## src/rtl/load_store_unit.sv

```systemverilog
// rtl/load_store_unit.sv - memory-access stage: one aligned 64-bit bus access per request, extended load data back
// Optional bus timeout enabled by `define LSU_BUS_TIMEOUT_EN (limit set by TIMEOUT_CYCLES).
module load_store_unit #(
  parameter int TIMEOUT_CYCLES = 255
) (
  input  logic        clk,
  input  logic        rst,
  input  logic        req_valid,
  output logic        req_ready,
  input  logic        req_we,
  input  logic [2:0]  req_funct3,
  input  logic [63:0] req_addr,
  input  logic [63:0] req_wdata,
  output logic        rsp_valid,
  output logic [63:0] rsp_rdata,
  output logic        rsp_err,
  output logic        mem_req,
  input  logic        mem_gnt,
  output logic        mem_we,
  output logic [63:0] mem_addr,
  output logic [7:0]  mem_wstrb,
  output logic [63:0] mem_wdata,
  input  logic        mem_rvalid,
  input  logic [63:0] mem_rdata
);
  typedef enum logic [1:0] {IDLE, REQ, WAIT, RESP} state_t;

  state_t      state_q, state_d;
  logic        we_q, we_d;
  logic [2:0]  funct3_q, funct3_d;
  logic [2:0]  off_q, off_d;
  logic        req_ready_q, req_ready_d;
  logic        rsp_valid_q, rsp_valid_d;
  logic [63:0] rsp_rdata_q, rsp_rdata_d;
  logic        rsp_err_q, rsp_err_d;
  logic        mem_req_q, mem_req_d;
  logic        mem_we_q, mem_we_d;
  logic [63:0] mem_addr_q, mem_addr_d;
  logic [7:0]  mem_wstrb_q, mem_wstrb_d;
  logic [63:0] mem_wdata_q, mem_wdata_d;
`ifdef LSU_BUS_TIMEOUT_EN
  logic [31:0] cnt_q, cnt_d;
`endif

  logic        illegal, misaligned;
  logic [7:0]  size_mask;
  logic [63:0] shifted, load_ext;

  always_comb begin
    illegal = req_we ? req_funct3[2] : (req_funct3 == 3'd7);
    case (req_funct3[1:0])
      2'd0:    begin misaligned = 1'b0;                    size_mask = 8'h01; end
      2'd1:    begin misaligned = req_addr[0];             size_mask = 8'h03; end
      2'd2:    begin misaligned = (req_addr[1:0] != 2'd0); size_mask = 8'h0F; end
      default: begin misaligned = (req_addr[2:0] != 3'd0); size_mask = 8'hFF; end
    endcase
  end

  // Bring the addressed lane down to bit 0, then truncate and extend by access type.
  always_comb begin
    shifted = mem_rdata >> {off_q, 3'b000};
    case (funct3_q)
      3'd0:    load_ext = {{56{shifted[7]}},  shifted[7:0]};
      3'd1:    load_ext = {{48{shifted[15]}}, shifted[15:0]};
      3'd2:    load_ext = {{32{shifted[31]}}, shifted[31:0]};
      3'd4:    load_ext = {56'd0, shifted[7:0]};
      3'd5:    load_ext = {48'd0, shifted[15:0]};
      3'd6:    load_ext = {32'd0, shifted[31:0]};
      default: load_ext = shifted;
    endcase
  end

  always_comb begin
    state_d     = state_q;
    we_d        = we_q;
    funct3_d    = funct3_q;
    off_d       = off_q;
    rsp_rdata_d = rsp_rdata_q;
    rsp_err_d   = rsp_err_q;
    mem_we_d    = mem_we_q;
    mem_addr_d  = mem_addr_q;
    mem_wstrb_d = mem_wstrb_q;
    mem_wdata_d = mem_wdata_q;
`ifdef LSU_BUS_TIMEOUT_EN
    cnt_d       = cnt_q;
`endif
    case (state_q)
      IDLE: if (req_valid && req_ready_q) begin
        we_d     = req_we;
        funct3_d = req_funct3;
        off_d    = req_addr[2:0];
        if (illegal || misaligned) begin
          state_d     = RESP;
          rsp_rdata_d = 64'd0;
          rsp_err_d   = 1'b1;
        end else begin
          state_d     = REQ;
          mem_we_d    = req_we;
          mem_addr_d  = {req_addr[63:3], 3'b000};
          mem_wstrb_d = req_we ? (size_mask << req_addr[2:0]) : 8'h00;
          mem_wdata_d = req_wdata << {req_addr[2:0], 3'b000};
`ifdef LSU_BUS_TIMEOUT_EN
          cnt_d       = 32'd0;
`endif
        end
      end
      REQ:  if (mem_gnt) state_d = WAIT;
      WAIT: if (mem_rvalid) begin
        state_d     = RESP;
        rsp_rdata_d = we_q ? 64'd0 : load_ext;
        rsp_err_d   = 1'b0;
      end
      default: state_d = IDLE;
    endcase
`ifdef LSU_BUS_TIMEOUT_EN
    // A response arriving on the final allowed cycle still wins over the abort.
    if (state_q == REQ || state_q == WAIT) begin
      cnt_d = cnt_q + 32'd1;
      if (state_d != RESP && cnt_q == 32'(TIMEOUT_CYCLES - 1)) begin
        state_d     = RESP;
        rsp_rdata_d = 64'd0;
        rsp_err_d   = 1'b1;
      end
    end
`endif
    req_ready_d = (state_d == IDLE);
    mem_req_d   = (state_d == REQ);
    rsp_valid_d = (state_d == RESP);
  end

  always_ff @(posedge clk or posedge rst) begin
    if (rst) begin
      state_q     <= IDLE;
      we_q        <= 1'b0;
      funct3_q    <= 3'd0;
      off_q       <= 3'd0;
      req_ready_q <= 1'b1;
      rsp_valid_q <= 1'b0;
      rsp_rdata_q <= 64'd0;
      rsp_err_q   <= 1'b0;
      mem_req_q   <= 1'b0;
      mem_we_q    <= 1'b0;
      mem_addr_q  <= 64'd0;
      mem_wstrb_q <= 8'd0;
      mem_wdata_q <= 64'd0;
`ifdef LSU_BUS_TIMEOUT_EN
      cnt_q       <= 32'd0;
`endif
    end else begin
      state_q     <= state_d;
      we_q        <= we_d;
      funct3_q    <= funct3_d;
      off_q       <= off_d;
      req_ready_q <= req_ready_d;
      rsp_valid_q <= rsp_valid_d;
      rsp_rdata_q <= rsp_rdata_d;
      rsp_err_q   <= rsp_err_d;
      mem_req_q   <= mem_req_d;
      mem_we_q    <= mem_we_d;
      mem_addr_q  <= mem_addr_d;
      mem_wstrb_q <= mem_wstrb_d;
      mem_wdata_q <= mem_wdata_d;
`ifdef LSU_BUS_TIMEOUT_EN
      cnt_q       <= cnt_d;
`endif
    end
  end

  assign req_ready = req_ready_q;
  assign rsp_valid = rsp_valid_q;
  assign rsp_rdata = rsp_rdata_q;
  assign rsp_err   = rsp_err_q;
  assign mem_req   = mem_req_q;
  assign mem_we    = mem_we_q;
  assign mem_addr  = mem_addr_q;
  assign mem_wstrb = mem_wstrb_q;
  assign mem_wdata = mem_wdata_q;
endmodule

```

## config.mk

```make
export PLATFORM = sky130hd
export DESIGN_NAME = load_store_unit
export DESIGN_NICKNAME = d
export VERILOG_FILES = /design/src/rtl/load_store_unit.sv
export SDC_FILE = /design/constraint.sdc
export NUM_CORES = 1
export LEC_CHECK = 0
export CORE_AREA = 3 3 175 177
export DETAILED_ROUTE_END_ITERATION = 16
export DIE_AREA = 0 0 178 180
export PLACE_DENSITY_LB_ADDON = 0.12
export SLEW_MARGIN = 20
export SYNTH_ARGS = -nofsm -noshare
export SYNTH_HDL_FRONTEND = slang
export SYNTH_SLANG_ARGS = --single-unit
```

## constraint.sdc

```tcl
create_clock -name clk -period 11.8 [get_ports clk]
set_clock_uncertainty 0.15 [all_clocks]
set_input_delay 2.36 -clock clk [delete_from_list [all_inputs] [get_ports clk]]
set_output_delay 2.36 -clock clk [all_outputs]
set_load 0.01 [all_outputs]
```

Word-level counts from Yosys, hierarchy flattened
Cells that the tools add are included.
{"block": "totals", "rom_bits": 0, "ram_bits": 0, "mem_count": 0, "reg_bits": 211, "latchBits": 0, "in_bits": 201}
{"block": "classes", "n_lt_le_gt_ge": 0, "shifts": 3, "bitwise_logic": 1, "muxes": 19, "n_addsub": 0, "div": 0, "n_reduce_logical": 12, "mul": 0, "eq_ne": 15}
{"cell": "$pmux 64 s6", "n": 1}
{"cell": "$mux 64", "n": 4}
{"cell": "$pmux 64 s2", "n": 1}
{"cell": "$shl 64x6->64", "n": 1}
{"cell": "$shr 64x6->64", "n": 1}
{"cell": "$pmux 8 s3", "n": 1}
{"cell": "$eq 3x3->1 const B", "n": 4}
{"cell": "$mux 2", "n": 4}
{"cell": "$mux 8", "n": 1}
{"cell": "$shl 8x3->8", "n": 1}
{"cell": "$eq 2x1->1 const B", "n": 3}
{"cell": "$eq 2x2->1 const B", "n": 3}
{"cell": "$logic_not 2->1", "n": 3}
{"cell": "$ne 2x2->1 const B", "n": 3}
{"cell": "$pmux 2 s3", "n": 1}
{"cell": "$mux 1", "n": 4}
{"cell": "$reduce_and 4->1", "n": 1}
{"cell": "$reduce_bool 2->1", "n": 2}
{"cell": "$eq 3x1->1 const B", "n": 1}
{"cell": "$eq 3x2->1 const B", "n": 1}
{"cell": "$logic_not 3->1", "n": 1}
{"cell": "$pmux 1 s3", "n": 1}
{"cell": "$reduce_and 3->1", "n": 1}
{"cell": "$reduce_bool 3->1", "n": 1}
{"cell": "5 further kinds", "n": 5}

Depth between registers and ports, before layout
Gate-level depths: netlist (run 1).
{"block": "depth", "word_depth": 7, "mapped_depth": 9, "ltp_nobuf": 5}

Worst setup path before layout (run 1)
No wires, ideal clock.
{"block": "synth_timing", "kind": "input-to-reg", "start": "in req_addr[2]", "end": "reg mem_addr_q[3] (netlist: mem_addr[3])", "n_path_buf": 4, "setup_slack_ps": 7675, "stages": 8, "t_arrival_ps": 3847, "required_ps": 11523, "cell_sequence": "clkbuf_1 nor3_4 a32oi_2 nand2b_1 buf_2 buf_2 buf_6 mux2_1"}
{"block": "synth_between", "elab_chain_cells": 5}
{"item": "start: declaration", "line_no": "12", "source": "input logic [63:0] req_addr,"}
{"item": "$reduce_bool 3->1", "line_no": "55", "source": "default: begin misaligned = (req_addr[2:0] != 3'd0); size_mask = 8'hFF; end"}
{"item": "$pmux 1 s3", "line_no": "51", "source": "case (req_funct3[1:0])"}
{"item": "$logic_or 1x1->1", "line_no": "92", "source": "if (illegal || misaligned) begin"}
{"item": "$not 1->1 (no line)"}
{"item": "$reduce_and 3->1 (no line)"}
{"item": "end signal: assignment", "line_no": "160", "source": "mem_addr_q <= mem_addr_d;"}
{"item": "end: declaration", "line_no": "38", "source": "logic [63:0] mem_addr_q, mem_addr_d;"}
Every way passes these cells.
A chain may end at the register's enable or synchronous reset.

Worst setup path in the final report (run 1)
{"block": "layout_timing", "start": "in req_addr[2]", "end": "reg mem_addr_q[42] (netlist: mem_addr[42])"}
Same word-level chain as after synthesis.

==> flow_summary.yaml, run 1 <==
worst_setup_path:
  critPathMaxFanout: 95
  worstPathRequired_ns: 12.04
  crit_path_end_kind: "flip-flop"
  reg2reg_depth: 5
  critPathKind: "primary input to flip-flop"
  critical_path_arrival_ns: 6.27
  cp-start-kind: "primary input"
run:
  cap_violations: 0
logic_synthesis:
  async_flop_share_pct: 100
  synth_edf_count: 0
  ys_seq_area_share_pct: 45.2
  ys.flop_type: "dfrtp_1"
  syn_area_mm2: 0.0117
  yosys_warnings: 0
  synth_cell_types: 56
  netlist_instances: 1076
  synth.avg_cell_area_um2: 10.9
  ys_seq_elements: 211
clock_tree:
  cts_tree: "done"
  hold_buffers: 0
  htreeDepth: 1
  cts-root-buf: "clkbuf_16"
  post_cts_resize_count: 0
  cts_buffer_depth: 3
  cts_inserted_buffers: 25
  clkSlewWorstSetupHoldPaths_ns: 0.06
  clock_latency_ns: 0.52
  post_cts_buffers: 0
  clock-sinks: 211
timing:
  drv_slew: 0
  fin_tns_setup_ns: 0
  min_period_over_period_pct: 51.1
  layout_setup_ws_ns: 5.77
  fmax_ghz: 0.166
  hold_viol: 0
  relSlewSlack_pct: 29.4
  setup_viol: 0
  worst_pin_slew_ns: 1.06
  rsz0062_at_grt: "false"
  hold-worst-slack_ns: 0.323
  finalCriticalPeriod_ns: 6.03
layout:
  layout-drive-gt1-share_pct: 10.6
  nets: 1616
  n_fill_cell: 2586
  diodes: 0
  areaGrowthSynthToFinish_pct: 42.3
routing:
  drc_errors: 0
  vias_per_cell: 5.62
  dr.pass1.iters: 5
  detail-route-antenna-nets: 0
  routed_wl_um: 40000
  vias: 10247
  drtIter0Drc: 839
  avgRoutedWirePerCell_um: 22.0
floorplanning:
  rows: 63
  io_pins: 406
  dieArea_mm2: 0.0320
  initial_core_util_pct: 39.7
  die_w_um: 178
  die_h_um: 180
  core_area_mm2: 0.0294
grt:
  grtUsageTotal_pct: 23.9
  grt_pass1_wl_um: 60100
  gr-total-overflow: 0
  grt_max_degree: 137
  grt_pass1_vias: 9988
  antenna_found_initial: 0
hold_path:
  holdCritPathClass: "flip-flop to flip-flop"
  holdPathStages: 2
pwr:
  power_density_mw_per_mm2: 233
  max-vdd-ir-drop_uv: 149
  power_leakage_nw: 6.86
placement:
  dp_hpwl_um: 29300
  port-buffer-count: 402
  dp_slack_ns: 5.19
  place_congestion: 0.893
status:
  outcome: "completed"
==> final timing paths <==
check | slack, ns | end | startpoint
max | 5.77 | mem_addr[42] | req_addr[2]
min | 0.32 | mem_wdata[29] | mem_wdata[29]
max reg2reg | 8.06 | mem_addr[42] | req_ready
min reg2reg | 0.32 | mem_wdata[29] | mem_wdata[29]
max in group asynchronous | 7.53 | off_q[0] | rst
min in group asynchronous | 2.31 | mem_addr[61] | rst
==> routing by layer <==
| metal | part of all wire (%) | routed length, um | vias to the layer above | global-route usage, % |
|---|---|---|---|---|
| met5 | 0 | 0 | - | 0 |
| met4 | 2.3 | 911 | 0 | 5.56 |
| met3 | 9.3 | 3730 | 58 | 4.60 |
| met2 | 46 | 18400 | 543 | 37.0 |
| met1 | 42 | 17000 | 5020 | 34.9 |
| li1 | - | - | 4626 | - |
==> Yosys cell counts, drive strengths merged, types with 2 or more instances <==
cell type  instances  area (um2)
nand4              2        12.5
nand2b             5        31.3
o21ai            110         551
a22oi             25         188
a21o               3        22.5
inv               10        37.5
a21oi             48         240
nand2            170         641
mux4              55        1240
nor2b              3        18.8
nand3             11        60.1
or2                4        25.0
or3                2        12.5
a22o              38         333
o31ai             24         180
nor2              43         169
o21a              18         135
mux2              83         942
a32o               2        20.0
dfrtp            210        5260
a31o               7        61.3
and3b              2        17.5
buf               69         387
a221o              7        70.1
and2               3        18.8
clkbuf            32         120
mux2i             62         621
nor3               6        46.3
a2bb2oi            8        70.1
==> registers in the layout, summed over array words and instances (netlist names) <==
register and flops:
rsp_rdata 64, mem_addr 61, mem_wstrb 8, mem_req 1, mem_wdata 64, off_q 3
req_ready 1, we_q 1, state_q 2, rsp_valid 1, mem_we 1, rsp_err 1
funct3_q 3
==> metrics by stage <==
| step | total power, W | instance area (um2) | utilization, % | std cells |
|---|---|---|---|---|
| 2_1_floorplan | 0.00219 | 11700 | - | 1078 |
| 3_3_place_gp | 0.00309 | 15800 | 53.7 | 1778 |
| 3_5_place_dp | 0.00311 | 15800 | 53.8 | 1778 |
| 5_1_grt | 0.00409 | 16600 | 56.6 | 1822 |
| 6_report | 0.00387 | 16600 | 56.6 | 1822 |
| 4_1_cts | 0.00390 | 16600 | 56.6 | 1822 |
==> cell type report <==
class | count | area [um2] | area share, %
multi-input combinational | 755 | 5900 | 35.5
tap | 390 | 488 | 2.93
clock inverter | 10 | 114 | 0.685
sequential | 211 | 5280 | 31.8
timing repair buffer | 411 | 4080 | 24.6
clock buffer | 34 | 709 | 4.27
inverter | 11 | 48.8 | 0.293
==> power by group <==
group | switching [W] | leakage, nW | internal, W | total, W
Sequential | 0.000210 | 2.73 | 0.00102 | 0.00123
Clock | 0.000309 | 0.406 | 0.000465 | 0.000774
Combinational | 0.000895 | 3.73 | 0.000973 | 0.00187
Total | 0.00141 | 6.86 | 0.00246 | 0.00387
==> placed cells by master, fill, tap and decap left out, drive strengths merged, types with 2 or more instances in the layout <==
cell,Yosys,routed
a21o,3,3
a21oi,48,48
a221o,7,7
a22o,38,38
a22oi,25,25
a2bb2oi,8,8
a31o,7,7
a32o,2,2
and2,3,3
and3b,2,2
buf,69,11
bufinv,0,2
clkbuf,32,34
clkdlybuf4s50,0,400
clkinv,1,6
conb,1,3
dfrtp,210,210
inv,10,12
mux2,83,83
mux2i,62,62
mux4,55,55
nand2,170,170
nand2b,5,5
nand3,11,11
nand4,2,2
nor2,43,43
nor2b,3,3
nor3,6,6
o21a,18,18
o21ai,110,110
o31ai,24,24
or2,4,4
or3,2,2
==> critical path, stage by stage <==
cell and delay (ns):
clkdlybuf4s50_1 0.45, buf_4 0.39, nor3_4 0.15, a32oi_2 0.38, nand2b_4 0.82, buf_4 0.59
buf_4 0.65, mux2_1 0.39
==> kinds of logic (layout without fill, tap and decap cells) <==
logic type / Yosys count / after routing / synth area share (%)
AO/OA/AOI/OAI: 298 / 298 / 16.8
AND/OR/NAND/NOR: 254 / 254 / 9.25
flip-flops: 211 / 211 / 45.2
multiplexers: 200 / 200 / 24.0
buffers and inverters: 112 / 466 / 4.69
other: 1 / 3 / 0.0321
(Power assumes the default switching activity.)
==> inputs of run 2 (changes only) <==
==> constraint.sdc (replaced) <==
create_clock -name clk -period 5.2 [get_ports clk]
set_clock_uncertainty 0.15 [all_clocks]
set_input_delay 1.04 -clock clk [delete_from_list [all_inputs] [get_ports clk]]
set_output_delay 1.04 -clock clk [all_outputs]
set_load 0.01 [all_outputs]
==> run 2 against run 1 <==
  * Global-route usage is 0.064 points higher
  * Worst hold slack better by 0.0040 ns
  * Total power is 130% higher
  * Critical path depth down 3
  * First-iteration DRC count down 13%
  * Sequential power is 130% higher
  * Core utilization up 0.37 points
  * Largest cell class unchanged
==> flow_summary.yaml, run 2 (synthesized netlist as in run 1, its figures left out) <==
routing:
  vias_per_cell: 5.55
  vias: 10166
  dr.pass1.iters: 5
  avgRoutedWirePerCell_um: 21.7
  drtIter0Drc: 731
  detail-route-antenna-nets: 0
  drc_errors: 0
  routed_wl_um: 39800
clock_tree:
  cts-root-buf: "clkbuf_16"
  cts_tree: "done"
  cts_inserted_buffers: 25
  htreeDepth: 1
  hold_buffers: 0
  post_cts_resize_count: 0
  clock_latency_ns: 0.52
  post_cts_buffers: 0
  clock-sinks: 211
  cts_buffer_depth: 3
  clkSlewWorstSetupHoldPaths_ns: 0.06
timing:
  min_period_over_period_pct: 68.0
  drv_slew: 0
  rsz0062_at_grt: "false"
  fin_tns_setup_ns: 0
  finalCriticalPeriod_ns: 3.54
  fmax_ghz: 0.283
  worst_pin_slew_ns: 1.07
  hold-worst-slack_ns: 0.327
  relSlewSlack_pct: 28.0
  setup_viol: 0
  hold_viol: 0
placement:
  port-buffer-count: 402
  place_congestion: 0.869
  dp_hpwl_um: 29400
run:
  cap_violations: 0
layout:
  areaGrowthSynthToFinish_pct: 43.3
  n_fill_cell: 2523
  nets: 1623
  multi_input_area_mm2: 0.00590
  layout_common_cells: "clkdlybuf4s50_1, dfrtp_1, nand2_1"
  layout-drive-gt1-share_pct: 11.4
  final_common_cell: "clkdlybuf4s50_1"
  diodes: 0
  ff_latch_area_mm2: 0.00528
floorplanning:
  die_w_um: 178
  initial_core_util_pct: 39.7
  dieArea_mm2: 0.0320
  rows: 63
  die_h_um: 180
  core_area_mm2: 0.0294
  io_pins: 406
worst_setup_path:
  worstPathRequired_ns: 5.50
  critPathMaxFanout: 40
  cp-start-kind: "flip-flop"
  critical_path_arrival_ns: 3.84
  ff2ff_setup_slack_ns: 1.66
  critPathKind: "flip-flop to flip-flop"
  crit_path_end_kind: "flip-flop"
grt:
  grt_pass1_vias: 10039
  grt_max_degree: 103
  antenna_found_initial: 0
  grtUsageTotal_pct: 24.0
  grt_pass1_wl_um: 60300
  gr-total-overflow: 0
pwr:
  max-vdd-ir-drop_uv: 268
  power_leakage_nw: 6.91
  power_density_mw_per_mm2: 526
status:
  outcome: "completed"
hold_path:
  holdCritPathClass: "flip-flop to flip-flop"
## run 2: layout make-up
class                   count  share of cell area [%]
clock buffers              29                    4.07
inverters                  11                   0.269
repair buffers            418                    25.0
multi-input cells         755                    35.2
flip-flops and latches    211                    31.6
well taps                 390                    2.92
clock inverters            17                   0.942
## run 2: critical path: stages (launching register included)
cell and delay, ns:
dfrtp_1 0.97, inv_2 0.57, mux4_2 0.52, nand3_2 0.13
a41oi_4 0.85, a22o_1 0.25
## run 2: worst paths after layout
path                          startpoint            end  cells after the start
max reg2reg                     off_q[2]  rsp_rdata[40]                      5
min                        mem_wdata[13]  mem_wdata[13]                      2
max in group asynchronous            rst  rsp_rdata[21]                      3
max                             off_q[2]  rsp_rdata[40]                      5
min reg2reg                mem_wdata[13]  mem_wdata[13]                      2
min in group asynchronous            rst   mem_addr[58]                      2
## run 2: stage by stage
stage,instances,power [W],setup slack (ns),util (%),cell area [um2]
after detailed placement,1785,0.00706,1.27,54.1,15900
final,1831,0.00880,1.66,56.9,16700
after floorplan,1078,0.00498,1.27,-,11700
after global placement,1785,0.00701,1.32,54.1,15900
after global routing,1831,0.00933,1.42,56.9,16700
after CTS,1831,0.00887,1.70,56.9,16700
## run 2: routing by layer
metal | vias up | part of all wire (%) | GRT usage [%]
met2 | 479 | 47 | 37.9
li1 | 4645 | - | -
met5 | - | 0 | 0
met1 | 4995 | 42 | 33.2
met4 | 0 | 2.4 | 6.09
met3 | 47 | 9.0 | 5.94
## run 2: report_power, final
group / internal (W) / switching [W]
logic: 0.00222 / 0.00198
registers: 0.00232 / 0.000523
clock network: 0.00104 / 0.000718
total: 0.00558 / 0.00322
==> inputs of run 3 (changes only) <==
==> constraint.sdc (replaced) <==
create_clock -name clk -period 3.6 [get_ports clk]
set_clock_uncertainty 0.15 [all_clocks]
set_input_delay 0.72 -clock clk [delete_from_list [all_inputs] [get_ports clk]]
set_output_delay 0.72 -clock clk [all_outputs]
set_load 0.01 [all_outputs]
==> run 3 against run 2 <==
  * Setup slack lost 0.95 ns
  * Cell count up 1.4%
  * Sequential share of layout area decreased by 0.52 points
  * Combinational power increased by 49%
  * Routed wire length is 1.2% higher
  * Critical endpoint is now rsp_rdata[37]
==> flow_summary.yaml, run 3 (synthesized netlist as in run 1, its figures left out) <==
placement:
  dp_hpwl_um: 30600
  place_congestion: 0.901
  dp.cells: 1810
  place_area_mm2: 0.0162
  port-buffer-count: 402
floorplanning:
  core_area_mm2: 0.0294
  io_pins: 406
  die_w_um: 178
  dieArea_mm2: 0.0320
  initial_core_util_pct: 39.7
  rows: 63
  die_h_um: 180
timing:
  rsz0062_at_grt: "false"
  min_period_over_period_pct: 80.2
  worst_pin_slew_ns: 0.925
  finalCriticalPeriod_ns: 2.89
  hold-worst-slack_ns: 0.330
  fmax_ghz: 0.347
  setup_viol: 0
  relSlewSlack_pct: 38.2
  hold_viol: 0
  drv_slew: 0
grt:
  gr-total-overflow: 0
  antenna_found_initial: 1
  grt_pass1_wl_um: 60900
  grt_max_degree: 71
  grt_pass1_vias: 10139
  grtUsageTotal_pct: 24.3
worst_setup_path:
  critPathKind: "flip-flop to flip-flop"
  cp-start-kind: "flip-flop"
  critical_path_arrival_ns: 3.18
  critPathMaxFanout: 31
  startpoint: "off_q[1]"
  worstPathRequired_ns: 3.90
  reg2reg_from: "off_q[1]"
  crit_path_end_kind: "flip-flop"
  ff2ff_setup_slack_ns: 0.71
layout:
  final_common_cell: "clkdlybuf4s50_1"
  ff_latch_area_mm2: 0.00528
  layout-drive-gt1-share_pct: 12.6
  areaGrowthSynthToFinish_pct: 45.7
  stdcell_area_mm2: 0.0170
  fin_cells: 1856
  layout_common_cells: "clkdlybuf4s50_1, dfrtp_1, nand2_1"
  multi_input_area_mm2: 0.00590
  nets: 1648
  n_fill_cell: 2519
clock_tree:
  cts-root-buf: "clkbuf_16"
  clkSlewWorstSetupHoldPaths_ns: 0.06
  clock-sinks: 211
  cts_buffer_depth: 3
  cts_tree: "done"
  hold_buffers: 0
  post_cts_buffers: 0
  htreeDepth: 1
  post_cts_resize_count: 0
  clock_latency_ns: 0.51
  cts_inserted_buffers: 25
hold_path:
  hp-start: "mem_wdata[10]"
  holdCritPathClass: "flip-flop to flip-flop"
routing:
  vias: 10309
  routed_wl_um: 40300
  detail-route-antenna-nets: 0
  drtIter0Drc: 750
  drc_errors: 0
  avgRoutedWirePerCell_um: 21.7
  dr.pass1.iters: 6
  vias_per_cell: 5.55
pwr:
  max-vdd-ir-drop_uv: 510
  power_density_mw_per_mm2: 753
  power_leakage_nw: 7.06
  totalPowerFinal_w: 0.0128
status:
  outcome: "completed"
run:
  cap_violations: 0
==> run 3: cell count changes in the layout (fill, tap and decap cells not counted) <==
cell / previous run / this run
clkinvlp_4: 7 / 5
inv_6: 2 / 1
diode_2: 0 / 1
clkinv_2: 7 / 2
clkinv_4: 0 / 1
clkbuf_8: 4 / 6
buf_12: 4 / 11
clkbuf_1: 0 / 4
buf_4: 13 / 31
==> run 3: power breakdown <==
part / total, W / leakage (nW) / switching (W) / internal (W)
clock: 0.00255 / 0.401 / 0.00100 / 0.00155
sequential: 0.00403 / 2.73 / 0.000685 / 0.00335
combinational: 0.00624 / 3.93 / 0.00297 / 0.00327
total: 0.0128 / 7.06 / 0.00465 / 0.00816
==> run 3: area by class of cell <==
class / instances / share of cell area, %
Multi-Input combinational cell: 755 / 34.6
Sequential cell: 211 / 31.0
Timing Repair Buffer: 443 / 26.2
Clock buffer: 35 / 4.25
Tap cell: 390 / 2.87
Clock inverter: 10 / 0.691
Inverter: 11 / 0.265
Antenna cell: 1 / 0.0147
==> run 3: worst paths after layout <==
path | end | cells past startpoint
worst max-delay path | rsp_rdata[37] | 5
worst min-delay path | mem_wdata[10] | 2
worst max register to register | rsp_rdata[37] | 5
worst min register to register | mem_wdata[10] | 2
max in group asynchronous | mem_wdata[56] | 3
min in group asynchronous | mem_addr[19] | 2
==> run 3: layer usage <==
| metal | global-route usage (%) | part of all wire [%] | vias to the layer above |
|---|---|---|---|
| met5 | 0 | 0 | - |
| met4 | 7.82 | 3.5 | 0 |
| met3 | 6.10 | 9.4 | 74 |
| met2 | 38.4 | 46 | 493 |
| met1 | 32.8 | 41 | 5040 |
| li1 | - | - | 4702 |
==> run 3: critical path: stages, from the launching register on <==
cell and delay [ns]:
dfrtp_2 0.76, inv_1 0.39, nand3_1 0.19, o2111ai_1 0.22, a41oi_4 0.84, a22o_1 0.24
==> run 3: metrics by stage <==
stage,utilization [%],setup TNS [ns],setup slack [ns]
after floorplan,-,-2.39,-0.0114
after global placement,55.0,0,0.317
after detailed placement,55.0,0,0.300
after CTS,57.9,0,0.670
after global routing,57.9,0,0.511
final,57.9,0,0.714
